<file path="config.mk">
export PLATFORM = sky130hd
export DESIGN_NAME = pipeline_stage_register
export DESIGN_NICKNAME = d
export VERILOG_FILES = /design/src/rtl/pipe_pkg.sv /design/src/rtl/pipe_stall_counter.sv /design/src/rtl/pipeline_stage_register.sv
export SDC_FILE = /design/constraint.sdc
export NUM_CORES = 1
export LEC_CHECK = 0
export BUFFER_PORTS_ARGS = -buffer_cell sky130_fd_sc_hd__buf_2
export CAP_MARGIN = 25
export CORE_MARGIN = 2
export CORE_UTILIZATION = 50
export DETAILED_ROUTE_END_ITERATION = 10
export PLACE_DENSITY_LB_ADDON = 0.12
export SETUP_SLACK_MARGIN = 0.3
export SLEW_MARGIN = 20
export SYNTH_ARGS = -nofsm -noshare
export SYNTH_HDL_FRONTEND = slang
export SYNTH_SLANG_ARGS = --single-unit
</file>
<file path="constraint.sdc">
create_clock -name CLK -period 4.25 [get_ports CLK]
set_clock_uncertainty 0.05 [all_clocks]
set_input_delay 0.6375 -clock CLK [delete_from_list [all_inputs] [get_ports CLK]]
set_output_delay 0.6375 -clock CLK [all_outputs]
set_load 0.01 [all_outputs]
</file>
<file path="src/rtl/pipe_pkg.sv">
// Shared types and constants for the inter-stage pipeline registers.
// Stage-side pack/unpack logic uses the field offsets; the register itself only sees a flat bus.
package pipe_pkg;

    typedef enum logic [1:0] {
        ST_EMPTY = 2'd0,
        ST_ONE   = 2'd1,
        ST_TWO   = 2'd2
    } skid_state_t;

    localparam int CTRL_W = 40;

    // Control bundle layout, LSB-aligned: imm | mux_b_sel | mux_a_sel | write_ad | cond | alu_op
    localparam int ALU_OP_LSB    = 0;
    localparam int ALU_OP_W      = 6;
    localparam int COND_LSB      = ALU_OP_LSB + ALU_OP_W;
    localparam int COND_W        = 4;
    localparam int WRITE_AD_LSB  = COND_LSB + COND_W;
    localparam int WRITE_AD_W    = 5;
    localparam int MUX_A_SEL_LSB = WRITE_AD_LSB + WRITE_AD_W;
    localparam int MUX_A_SEL_W   = 2;
    localparam int MUX_B_SEL_LSB = MUX_A_SEL_LSB + MUX_A_SEL_W;
    localparam int MUX_B_SEL_W   = 2;
    localparam int IMM_LSB       = MUX_B_SEL_LSB + MUX_B_SEL_W;
    localparam int IMM_W         = CTRL_W - IMM_LSB;

    localparam logic [CTRL_W-1:0] NOP_CTRL = '0;

endpackage

</file>
<file path="src/rtl/pipe_stall_counter.sv">
// Saturating count of backpressured output cycles; a clear wins over an increment.
module pipe_stall_counter #(
    parameter int STALL_CNT_W = 8
) (
    input  logic                   CLK,
    input  logic                   RST_N,
    input  logic                   stall,
    input  logic                   clr,
    output logic [STALL_CNT_W-1:0] count
);

    localparam logic [STALL_CNT_W-1:0] CNT_MAX = '1;

    always_ff @(posedge CLK or negedge RST_N) begin
        if (!RST_N) begin
            count <= '0;
        end else if (clr) begin
            count <= '0;
        end else if (stall && (count != CNT_MAX)) begin
            count <= count + 1'b1;
        end
    end

endmodule

</file>
<file path="src/rtl/pipeline_stage_register.sv">
// Handshaked register between two adjacent pipeline stages, with optional 2-entry skid buffer,
// flush-to-bubble and a saturating stall counter.
module pipeline_stage_register
    import pipe_pkg::*;
#(
    parameter int               WIDTH       = 40,
    parameter logic [WIDTH-1:0] NOP_VALUE   = {WIDTH{1'b0}},
    parameter bit               SKID        = 1'b1,
    parameter int               STALL_CNT_W = 8
) (
    input  logic                   CLK,
    input  logic                   RST_N,
    input  logic                   in_valid,
    output logic                   in_ready,
    input  logic [WIDTH-1:0]       in_data,
    output logic                   out_valid,
    input  logic                   out_ready,
    output logic [WIDTH-1:0]       out_data,
    input  logic                   flush,
    output logic [STALL_CNT_W-1:0] stall_cnt,
    input  logic                   stall_clr
);

    logic in_xfer;
    logic out_xfer;
    logic stall_evt;

    assign in_xfer   = in_valid & in_ready;
    assign out_xfer  = out_valid & out_ready;
    assign stall_evt = out_valid & ~out_ready;

    generate
        if (SKID) begin : g_skid
            skid_state_t      state_q;
            skid_state_t      state_d;
            logic             ready_q;
            logic [WIDTH-1:0] main_q;
            logic [WIDTH-1:0] skid_q;

            // in_ready is registered from the next state so it never sees same-cycle inputs
            always_ff @(posedge CLK or negedge RST_N) begin
                if (!RST_N) begin
                    state_q <= ST_EMPTY;
                    ready_q <= 1'b1;
                end else begin
                    state_q <= state_d;
                    ready_q <= (state_d != ST_TWO);
                end
            end

            always_comb begin
                state_d = state_q;
                if (flush) begin
                    state_d = ST_EMPTY;
                end else begin
                    case (state_q)
                        ST_EMPTY: if (in_xfer) state_d = ST_ONE;
                        ST_ONE: begin
                            if (in_xfer && !out_xfer)      state_d = ST_TWO;
                            else if (!in_xfer && out_xfer) state_d = ST_EMPTY;
                        end
                        ST_TWO:   if (out_xfer) state_d = ST_ONE;
                        default:  state_d = ST_EMPTY;
                    endcase
                end
            end

            always_comb begin
                out_valid = (state_q != ST_EMPTY);
                in_ready  = ready_q;
                out_data  = main_q;
            end

            // main_q is parked at NOP_VALUE whenever the block is empty
            always_ff @(posedge CLK or negedge RST_N) begin
                if (!RST_N) begin
                    main_q <= NOP_VALUE;
                    skid_q <= NOP_VALUE;
                end else if (flush) begin
                    main_q <= NOP_VALUE;
                    skid_q <= NOP_VALUE;
                end else begin
                    case (state_q)
                        ST_EMPTY: if (in_xfer) main_q <= in_data;
                        ST_ONE: begin
                            if (in_xfer && out_xfer) main_q <= in_data;
                            else if (in_xfer)        skid_q <= in_data;
                            else if (out_xfer)       main_q <= NOP_VALUE;
                        end
                        ST_TWO: begin
                            if (out_xfer) begin
                                main_q <= skid_q;
                                skid_q <= NOP_VALUE;
                            end
                        end
                        default: begin
                            main_q <= NOP_VALUE;
                            skid_q <= NOP_VALUE;
                        end
                    endcase
                end
            end
        end else begin : g_single
            logic             valid_q;
            logic [WIDTH-1:0] main_q;

            always_ff @(posedge CLK or negedge RST_N) begin
                if (!RST_N) begin
                    valid_q <= 1'b0;
                    main_q  <= NOP_VALUE;
                end else if (flush) begin
                    valid_q <= 1'b0;
                    main_q  <= NOP_VALUE;
                end else if (in_xfer) begin
                    valid_q <= 1'b1;
                    main_q  <= in_data;
                end else if (out_xfer) begin
                    valid_q <= 1'b0;
                    main_q  <= NOP_VALUE;
                end
            end

            assign out_valid = valid_q;
            assign out_data  = main_q;
            assign in_ready  = ~valid_q | out_ready;
        end
    endgenerate

    pipe_stall_counter #(
        .STALL_CNT_W(STALL_CNT_W)
    ) u_stall_counter (
        .CLK  (CLK),
        .RST_N(RST_N),
        .stall(stall_evt),
        .clr  (stall_clr),
        .count(stall_cnt)
    );

endmodule

</file>
==> results of run 1 <==
-- worst max-delay path by stage --
stage	slack (ns)	endpoint
floorplan	2.45	u_stall_counter.count[5]
global placement	1.65	g_skid.skid_q[28]
detailed placement	1.60	g_skid.skid_q[30]
CTS	1.57	g_skid.skid_q[26]
global route	1.53	out_data[21]
finish	1.76	out_data[29]
-- registers in the layout, indices dropped and copies added, names as in the netlist --
register / cells
g_skid.skid_q: 40
out_data: 40
u_stall_counter.count: 8
g_skid.state_q: 2
in_ready: 1
-- cell families (layout without fill, tap and decap cells) --
group                      after synthesis  after routing  synth area share (%)
muxes                                   65             65                  14.7
buffers and inverters                   71            158                  7.29
adders and majority gates                1              1                 0.282
xor gates and xnor gates                 2              2                 0.395
DFF                                     91             91                  51.4
and+or+nand+nor                        139            139                  13.0
AOI/OAI and AO/OA                       98             98                  13.0
-- cells in the final DEF, fill, tap and decap left out, types with 2 or more instances in the layout --
| master | instances |
|---|---|
| sky130_fd_sc_hd__buf_2 | 94 |
| sky130_fd_sc_hd__dfrtp_1 | 89 |
| sky130_fd_sc_hd__nand2_1 | 86 |
| sky130_fd_sc_hd__mux2i_1 | 65 |
| sky130_fd_sc_hd__inv_1 | 42 |
| sky130_fd_sc_hd__nor2_1 | 32 |
| sky130_fd_sc_hd__o21ai_0 | 30 |
| sky130_fd_sc_hd__a21oi_1 | 27 |
| sky130_fd_sc_hd__a22oi_1 | 17 |
| sky130_fd_sc_hd__o21ai_1 | 12 |
| sky130_fd_sc_hd__clkbuf_8 | 11 |
| sky130_fd_sc_hd__buf_4 | 5 |
| sky130_fd_sc_hd__nand3_1 | 3 |
| sky130_fd_sc_hd__nor2b_1 | 3 |
| sky130_fd_sc_hd__nand3b_1 | 2 |
| sky130_fd_sc_hd__o21ba_2 | 2 |
| sky130_fd_sc_hd__nor2_4 | 2 |
| sky130_fd_sc_hd__nand4_1 | 2 |
| sky130_fd_sc_hd__or4_1 | 2 |
| sky130_fd_sc_hd__xor2_1 | 2 |
| sky130_fd_sc_hd__bufinv_16 | 2 |
-- area by class of cell --
type	count	area, µm²
clock inverter	4	72.6
sequential	91	2280
clock buffer	12	155
timing repair buffer	100	536
inverter	42	158
multi-input combinational	305	1870
tap	108	135
fill	793	3430
-- stage by stage --
| stage | utilization, % | setup slack (ns) | area, µm² | hold WS (ns) | power, mW |
|---|---|---|---|---|---|
| 2_1_floorplan | - | 2.45 | 4430 | 0.292 | 1.14 |
| 3_3_place_gp | 57.2 | 1.65 | 4940 | 0.406 | 1.25 |
| 3_5_place_dp | 57.2 | 1.60 | 4940 | 0.415 | 1.26 |
| 4_1_cts | 59.9 | 1.57 | 5170 | 0.357 | 1.92 |
| 5_1_grt | 60.2 | 1.53 | 5200 | 0.391 | 1.99 |
| 6_report | 60.2 | 1.76 | 5200 | 0.330 | 1.90 |
-- layer usage --
metal,track usage [%],up-vias,wire (µm)
li1,-,1725,-
met1,29.6,1725,4490
met4,8.11,0,147
met2,35.6,99,4880
met5,0,-,0
met3,3.01,12,489
-- worst max-delay path, stage by stage, from the launching register on --
cell,delay (ns)
sky130_fd_sc_hd__dfrtp_2,0.92
sky130_fd_sc_hd__nand3b_1,0.23
sky130_fd_sc_hd__a21oi_1,0.13
sky130_fd_sc_hd__o21bai_4,0.76
sky130_fd_sc_hd__o21ai_0,0.24
-- power groups by stage --
stage | registers, mW | logic, mW | clock network (mW)
after global placement | 0.965 | 0.285 | 0
after global routing | 0.958 | 0.328 | 0.707
after CTS | 0.951 | 0.293 | 0.678
after detailed placement | 0.968 | 0.292 | 0
after floorplan | 0.976 | 0.161 | 0
final | 0.950 | 0.293 | 0.658
==> results.txt, run 1 <==
----------------------------------------------------
[Logic synthesis]
  Leading cell type by number of instances after synthesis ... sky130_fd_sc_hd__dfrtp_1
  Ys async rst share ... 100%
  Instance count of the mapped netlist ... 467
  Proportion of netlist area held by the largest area contributor ... 50.8%
  Sequential area share after synthesis ... 51.4%
  Count of flip-flops with a built-in enable after synthesis ... 0
  Cell taking the most area after synthesis ... sky130_fd_sc_hd__dfrtp_1
  Post-synth top flop ... sky130_fd_sc_hd__dfrtp_1
  Net Count, Synth ... 514
  #FFs+latches synth ... 91
  Number of warning messages in the yosys log ... 0
  Post-synth top cells ... sky130_fd_sc_hd__dfrtp_1, sky130_fd_sc_hd__nand2_1, sky130_fd_sc_hd__mux2i_1, sky130_fd_sc_hd__inv_1, sky130_fd_sc_hd__nor2_1
  Netlist cell types ... 37
  Dominant cells by area after synthesis ... sky130_fd_sc_hd__dfrtp_1, sky130_fd_sc_hd__mux2i_1, sky130_fd_sc_hd__nand2_1
  Post-synthesis cell area ... 0.00443 mm²
  Synthesized area divided by synthesized cell count ... 9.49 µm²

[CTS]
  Cts repair resizes ... 0
  Number of buffers created by CTS ... 9
  CTS H-tree lvls ... 3
  Sink count of the clock tree ... 91
  CTS clk-pin slew, worst paths ... 0.09 ns
  Number of buffers inserted to repair setup after CTS ... 0
  CTS tree ... yes
  Maximum clock insertion buffer count ... 2
  Clk Tree Root Cell ... sky130_fd_sc_hd__clkbuf_8
  Worst-Skew Late Latency ... 0.35 ns
  CTS Hold Bufs ... 0

[Layout]
  Area growth from synthesis to layout ... 17.4%
  Total Nets Final ... 596
  Count of inserted antenna diode cells ... 0
  Share of layout cells above drive strength 1 ... 22.9%
  Fin cells ... 662

[Critical path]
  Crit path kind ... reg2reg
  Required arrival time at the worst endpoint ... 4.38 ns
  Reg2Reg Setup Slack ... 1.76 ns
  Worst reg2reg path endpoint ... out_data[29]
  Critical path fanouts, max ... 40
  Startpoint type of the worst setup path ... register
  Startpoint of the lowest-slack register-to-register path ... g_skid.state_q[1]
  Worst setup EP type ... register
  Start point of the critical path ... g_skid.state_q[1]
  R2R depth ... 4
  Arrival time of the worst setup path ... 2.63 ns

[GRT]
  Vias in the first global route ... 3596
  Maximum number of pins on one net before global-route repair ... 65
  First-pass GRT wire length ... 17.0 mm
  Number of antenna violations at the first check in global routing ... 0
  Total GRT Usage ... 21.7%
  GRT overflow ... 0

[Pwr]
  Max IR drop VDD ... 0.217 mV
  Switching portion of total power ... 26.7%
  Part of the power in combinational logic ... 15.4%
  Part of the total power dissipated in the clock network ... 34.6%
  Total leakage power ... 2.51 nW
  Switching pwr ... 0.508 mW
  Pint ... 1.39 mW
  Power density over cell area ... 365 mW/mm²
  Sequential cell fraction of total power ... 50.0%

[Route]
  Count of antenna-violating nets left after detailed routing ... 0
  First-pass DRT Iterations ... 5
  Mean number of vias per cell ... 5.38
  Total number of vias ... 3561
  Wire length after detailed routing ... 10.0 mm
  Post-detailed-route DRC marker count ... 0
  Count of routing violations after the opening detailed-route iteration ... 146
  Routed length per placed instance ... 15.1 µm

[Placement]
  Port buffer count ... 95
  Routability cong. ... 0.765
  Detailed placement HPWL ... 6.53 mm
  Placed cell count ... 645

[Timing]
  Headroom to the max-slew limit ... 35.9%
  Final sum of negative setup slack ... 0 ns
  Peak Freq ... 0.401 GHz
  Post-route clock period utilization ... 58.6%
  Number of max-slew violations in the final report ... 0
  RSZ-0062 raised after global routing ... no
  Final setup fails ... 0
  Actual transition at the worst max-transition pin ... 0.962 ns
  Clock period minus worst slack ... 2.49 ns
  Final Hold Violating Endpoints ... 0

[Hold path]
  HP Class ... in2async

[Floorplanning]
  Floorplan die area ... 0.00963 mm²
  Die X-Extent ... 98.1 µm
  Initial standard-cell utilization of the core ... 51.3%
  Floorplan core area ... 0.00864 mm²
  Site Rows ... 34
  Number of top-level pins ... 96
  Die height ... 98.1 µm

[Flow run]
  Number of max-capacitance violations reported ... 0

[Outcome]
  Run status ... finished, final reports clean

----------------------------------------------------
Power figures use the tool's default switching activity.
==> run 2: changes to the inputs <==
Settings changed: ABC_AREA set to 1.
Clock period 4.25 ns to 2.1 ns, I/O delays scaled along.
==> run 2 against run 1 <==
Effect of this change: clock-buffer cell count grew 1; first-iteration DRC count increased by 100%; critical path type unchanged; largest cell class is now multi-input combinational cells; final cell count grew 47%; power increased by 100%; highest routed layer unchanged; sequential power rose by 100%.
==> results.txt, run 2 <==
----------------------------------------------------
[GRT]
  Total GRT Usage ... 25.8% (was 21.7%)
  GRT overflow ... 0 (unchanged)
  Number of antenna violations at the first check in global routing ... 0 (unchanged)
  First-pass GRT wire length ... 23.4 mm (was 17.0 mm)
  Vias in the first global route ... 5042 (was 3596)
  Maximum number of pins on one net before global-route repair ... 51 (was 65)

[Hold path]
  Min-delay src ... stall_clr
  Hold worst-path end ... u_stall_counter.count[7]
  Hold path cells ... 4
  HP Class ... in2reg (was in2async)

[Logic synthesis]
  #FFs+latches synth ... 91 (unchanged)
  Dominant cells by area after synthesis ... sky130_fd_sc_hd__dfrtp_1, sky130_fd_sc_hd__nand2_1, sky130_fd_sc_hd__nand3_1 (was sky130_fd_sc_hd__dfrtp_1, sky130_fd_sc_hd__mux2i_1, sky130_fd_sc_hd__nand2_1)
  Proportion of netlist area held by the largest area contributor ... 43.5% (was 50.8%)
  Post-synthesis cell area ... 0.00518 mm² (was 0.00443 mm²)
  Netlist cell types ... 27 (was 37)
  Post-synth top flop ... sky130_fd_sc_hd__dfrtp_1 (unchanged)
  Sequential area share after synthesis ... 44.0% (was 51.4%)
  Post-synth top cells ... sky130_fd_sc_hd__nand2_1, sky130_fd_sc_hd__dfrtp_1, sky130_fd_sc_hd__inv_1, sky130_fd_sc_hd__nand3_1, sky130_fd_sc_hd__nor3_1 (was sky130_fd_sc_hd__dfrtp_1, sky130_fd_sc_hd__nand2_1, sky130_fd_sc_hd__mux2i_1, sky130_fd_sc_hd__inv_1, sky130_fd_sc_hd__nor2_1)
  Number of warning messages in the yosys log ... 0 (unchanged)
  Instance count of the mapped netlist ... 756 (was 467)
  Count of flip-flops with a built-in enable after synthesis ... 0 (unchanged)
  Net Count, Synth ... 803 (was 514)
  Synthesized area divided by synthesized cell count ... 6.85 µm² (was 9.49 µm²)
  Cell taking the most area after synthesis ... sky130_fd_sc_hd__dfrtp_1 (unchanged)
  Ys async rst share ... 100% (unchanged)
  Leading cell type by number of instances after synthesis ... sky130_fd_sc_hd__nand2_1 (was sky130_fd_sc_hd__dfrtp_1)

[Pwr]
  Part of the total power dissipated in the clock network ... 29.7% (was 34.6%)
  Switching pwr ... 1.22 mW (was 0.508 mW)
  Pint ... 2.65 mW (was 1.39 mW)
  Power density over cell area ... 646 mW/mm² (was 365 mW/mm²)
  Max IR drop VDD ... 0.348 mV (was 0.217 mV)
  Sequential cell fraction of total power ... 49.9% (was 50.0%)
  Switching portion of total power ... 31.6% (was 26.7%)
  Total leakage power ... 3.44 nW (was 2.51 nW)
  Part of the power in combinational logic ... 20.4% (was 15.4%)

[Timing]
  Number of max-slew violations in the final report ... 0 (unchanged)
  Peak Freq ... 0.586 GHz (was 0.401 GHz)
  Final sum of negative setup slack ... 0 ns (unchanged)
  Post-route clock period utilization ... 81.3% (was 58.6%)
  Final setup fails ... 0 (unchanged)
  RSZ-0062 raised after global routing ... no (unchanged)
  Headroom to the max-slew limit ... 60.2% (was 35.9%)
  Final Hold Violating Endpoints ... 0 (unchanged)
  Actual transition at the worst max-transition pin ... 0.595 ns (was 0.962 ns)
  Clock period minus worst slack ... 1.71 ns (was 2.49 ns)

[Critical path]
  Number of buffers and inverters on the critical path ... 2 (was 0)
  Cell Chain, Critical Path ... inv_2, nand2_4, nand3_1, nand2_1, nand2_1, nand2_4, buf_12, nand2_1, nand2_1 (was nand3b_1, a21oi_1, o21bai_4, o21ai_0)
  Critical path fanouts, max ... 28 (was 40)
  Maximum cell stage delay along the critical path ... 0.50 ns (was 0.92 ns)
  Critical path's most frequent cell ... sky130_fd_sc_hd__nand2_1
  Crit path kind ... reg2reg (unchanged)
  Worst reg2reg path endpoint ... g_skid.skid_q[23] (was out_data[29])
  Arrival time of the worst setup path ... 1.96 ns (was 2.63 ns)
  Worst setup EP type ... register (unchanged)
  Startpoint type of the worst setup path ... register (unchanged)
  Startpoint of the lowest-slack register-to-register path ... g_skid.state_q[0] (was g_skid.state_q[1])
  Required arrival time at the worst endpoint ... 2.35 ns (was 4.38 ns)
  Family with the most delay on the worst path ... simple AND/OR/NAND/NOR gates (was compound AO/OA/AOI/OAI gates)
  R2R depth ... 9 (was 4)
  Critical-path top delay cell ... sky130_fd_sc_hd__dfrtp_2 (unchanged)
  Reg2Reg Setup Slack ... 0.39 ns (was 1.76 ns)

[Floorplanning]
  Initial standard-cell utilization of the core ... 50.8% (was 51.3%)
  Site Rows ... 37 (was 34)
  Die height ... 106 µm (was 98.1 µm)
  Number of top-level pins ... 96 (unchanged)
  Floorplan die area ... 0.0112 mm² (was 0.00963 mm²)
  Die X-Extent ... 106 µm (was 98.1 µm)
  Floorplan core area ... 0.0102 mm² (was 0.00864 mm²)

[Route]
  Post-detailed-route DRC marker count ... 0 (unchanged)
  First-pass DRT Iterations ... 5 (unchanged)
  Total number of vias ... 5124 (was 3561)
  Wire length after detailed routing ... 13.9 mm (was 10.0 mm)
  Count of routing violations after the opening detailed-route iteration ... 298 (was 146)
  Count of antenna-violating nets left after detailed routing ... 0 (unchanged)
  Mean number of vias per cell ... 5.26 (was 5.38)
  Routed length per placed instance ... 14.2 µm (was 15.1 µm)

[Layout]
  Most common library cell in the layout ignoring fill and taps ... sky130_fd_sc_hd__nand2_1 (was sky130_fd_sc_hd__buf_2)
  Area growth from synthesis to layout ... 16.0% (was 17.4%)
  Count of inserted antenna diode cells ... 0 (unchanged)
  Total Nets Final ... 880 (was 596)
  Commonest cells after routing, fill and taps aside ... sky130_fd_sc_hd__nand2_1, sky130_fd_sc_hd__buf_2, sky130_fd_sc_hd__dfrtp_1 (was sky130_fd_sc_hd__buf_2, sky130_fd_sc_hd__dfrtp_1, sky130_fd_sc_hd__nand2_1)
  Fillcell total ... 990 (was 793)
  Final core utilization ... 59.0% (was 60.2%)
  Seq. cell area ... 0.00228 mm² (about the same)
  Share of layout cells above drive strength 1 ... 17.5% (was 22.9%)
  Total area of multi-input combinational cells ... 0.00236 mm² (was 0.00187 mm²)

[CTS]
  CTS tree ... yes (unchanged)
  Number of buffers created by CTS ... 9 (unchanged)
  Worst-Skew Late Latency ... 0.36 ns (was 0.35 ns)
  Sink count of the clock tree ... 91 (unchanged)
  CTS clk-pin slew, worst paths ... 0.09 ns (about the same)
  Maximum clock insertion buffer count ... 2 (unchanged)
  Clk Tree Root Cell ... sky130_fd_sc_hd__clkbuf_8 (unchanged)
  CTS H-tree lvls ... 3 (unchanged)

[Placement]
  Port buffer count ... 95 (unchanged)
  Detailed placement HPWL ... 8.81 mm (was 6.53 mm)
  Routability cong. ... 0.795 (was 0.765)

[Flow run]
  Number of max-capacitance violations reported ... 0 (unchanged)

[Outcome]
  Run status ... finished, final reports clean (unchanged)

----------------------------------------------------
==> run 2: changes by cell type after synthesis, sizes merged, moves of 12 or more <==
cell   change
nand4     +33
mux2i     -65
nor3      +40
o21ai     -12
inv       +43
a21oi     -25
a22oi     -17
nand2    +235
nand3     +65
buf       +21
==> run 2: worst min-delay path, stage by stage <==
cell and delay [ns]:
sky130_fd_sc_hd__buf_2 0.11, sky130_fd_sc_hd__nor2_4 0.07, sky130_fd_sc_hd__nand2_1 0.05, sky130_fd_sc_hd__nand2_1 0.04
==> run 2: power groups by stage <==
stage,clock (mW),sequential [mW],combinational [mW]
finish,1.15,1.94,0.790
detailed placement,0,1.97,0.768
global placement,0,1.96,0.757
floorplan,0,1.99,0.443
CTS,1.17,1.94,0.782
global route,1.24,1.95,0.880
==> run 2: cell type report <==
| class | instances | share of cell area [%] |
|---|---|---|
| clock buffers | 13 | 2.81 |
| clock inverters | 3 | 0.354 |
| inverters | 85 | 5.40 |
| multi-input cells | 530 | 39.2 |
| flip-flops and latches | 91 | 38.0 |
| well taps | 136 | 2.83 |
| repair buffers | 116 | 11.4 |
==> run 2: through the flow <==
stage	total power [mW]	area (µm²)	hold slack [ns]	instances	setup WS, ns
after floorplan	2.44	5180	-0.0306	756	0.612
after global placement	2.72	5730	0.264	954	0.226
after detailed placement	2.74	5730	0.261	954	0.153
after CTS	3.89	5960	0.213	972	0.253
after global routing	4.07	6010	0.239	974	0.308
final	3.88	6010	0.209	974	0.393
==> run 2: logic make-up (layout without fill, tap and decap cells) <==
kind of cell,Yosys count,after routing,synth area share [%]
compound gates,37,37,3.96
xor+xnor,1,1,0.169
fa+ha+maj,1,1,0.242
buf+inv,136,217,11.4
flops,91,91,44.0
simple gates,490,491,40.2
==> run 2: how the worst max path moves through the flow <==
stage,start,to,depth (start not counted)
4_1_cts,g_skid.state_q[0],out_data[26],7
5_1_grt,g_skid.state_q[1],g_skid.skid_q[23],8
3_3_place_gp,g_skid.state_q[0],out_data[13],6
3_5_place_dp,g_skid.state_q[0],out_data[2],6
2_1_floorplan,u_stall_counter.count[0],u_stall_counter.count[6],7
6_report,g_skid.state_q[0],g_skid.skid_q[23],9
==> run 2: repair_timing <==
action,CTS,global route
gates resized for setup,5,10
gates cloned,1,0
hold buffers,1,0
endpoints found under the hold margin,32,0
pin swaps,1,2
buffers inserted,0,2
endpoints found under the setup margin,48,89
==> run 2: routing by layer <==
layer | up-vias | wire [µm] | global-route usage, %
met5 | - | 0 | 0
met4 | 0 | 217 | 10.3
met3 | 21 | 711 | 3.46
met2 | 155 | 6910 | 44.4
met1 | 2423 | 6030 | 32.9
li1 | 2525 | - | -
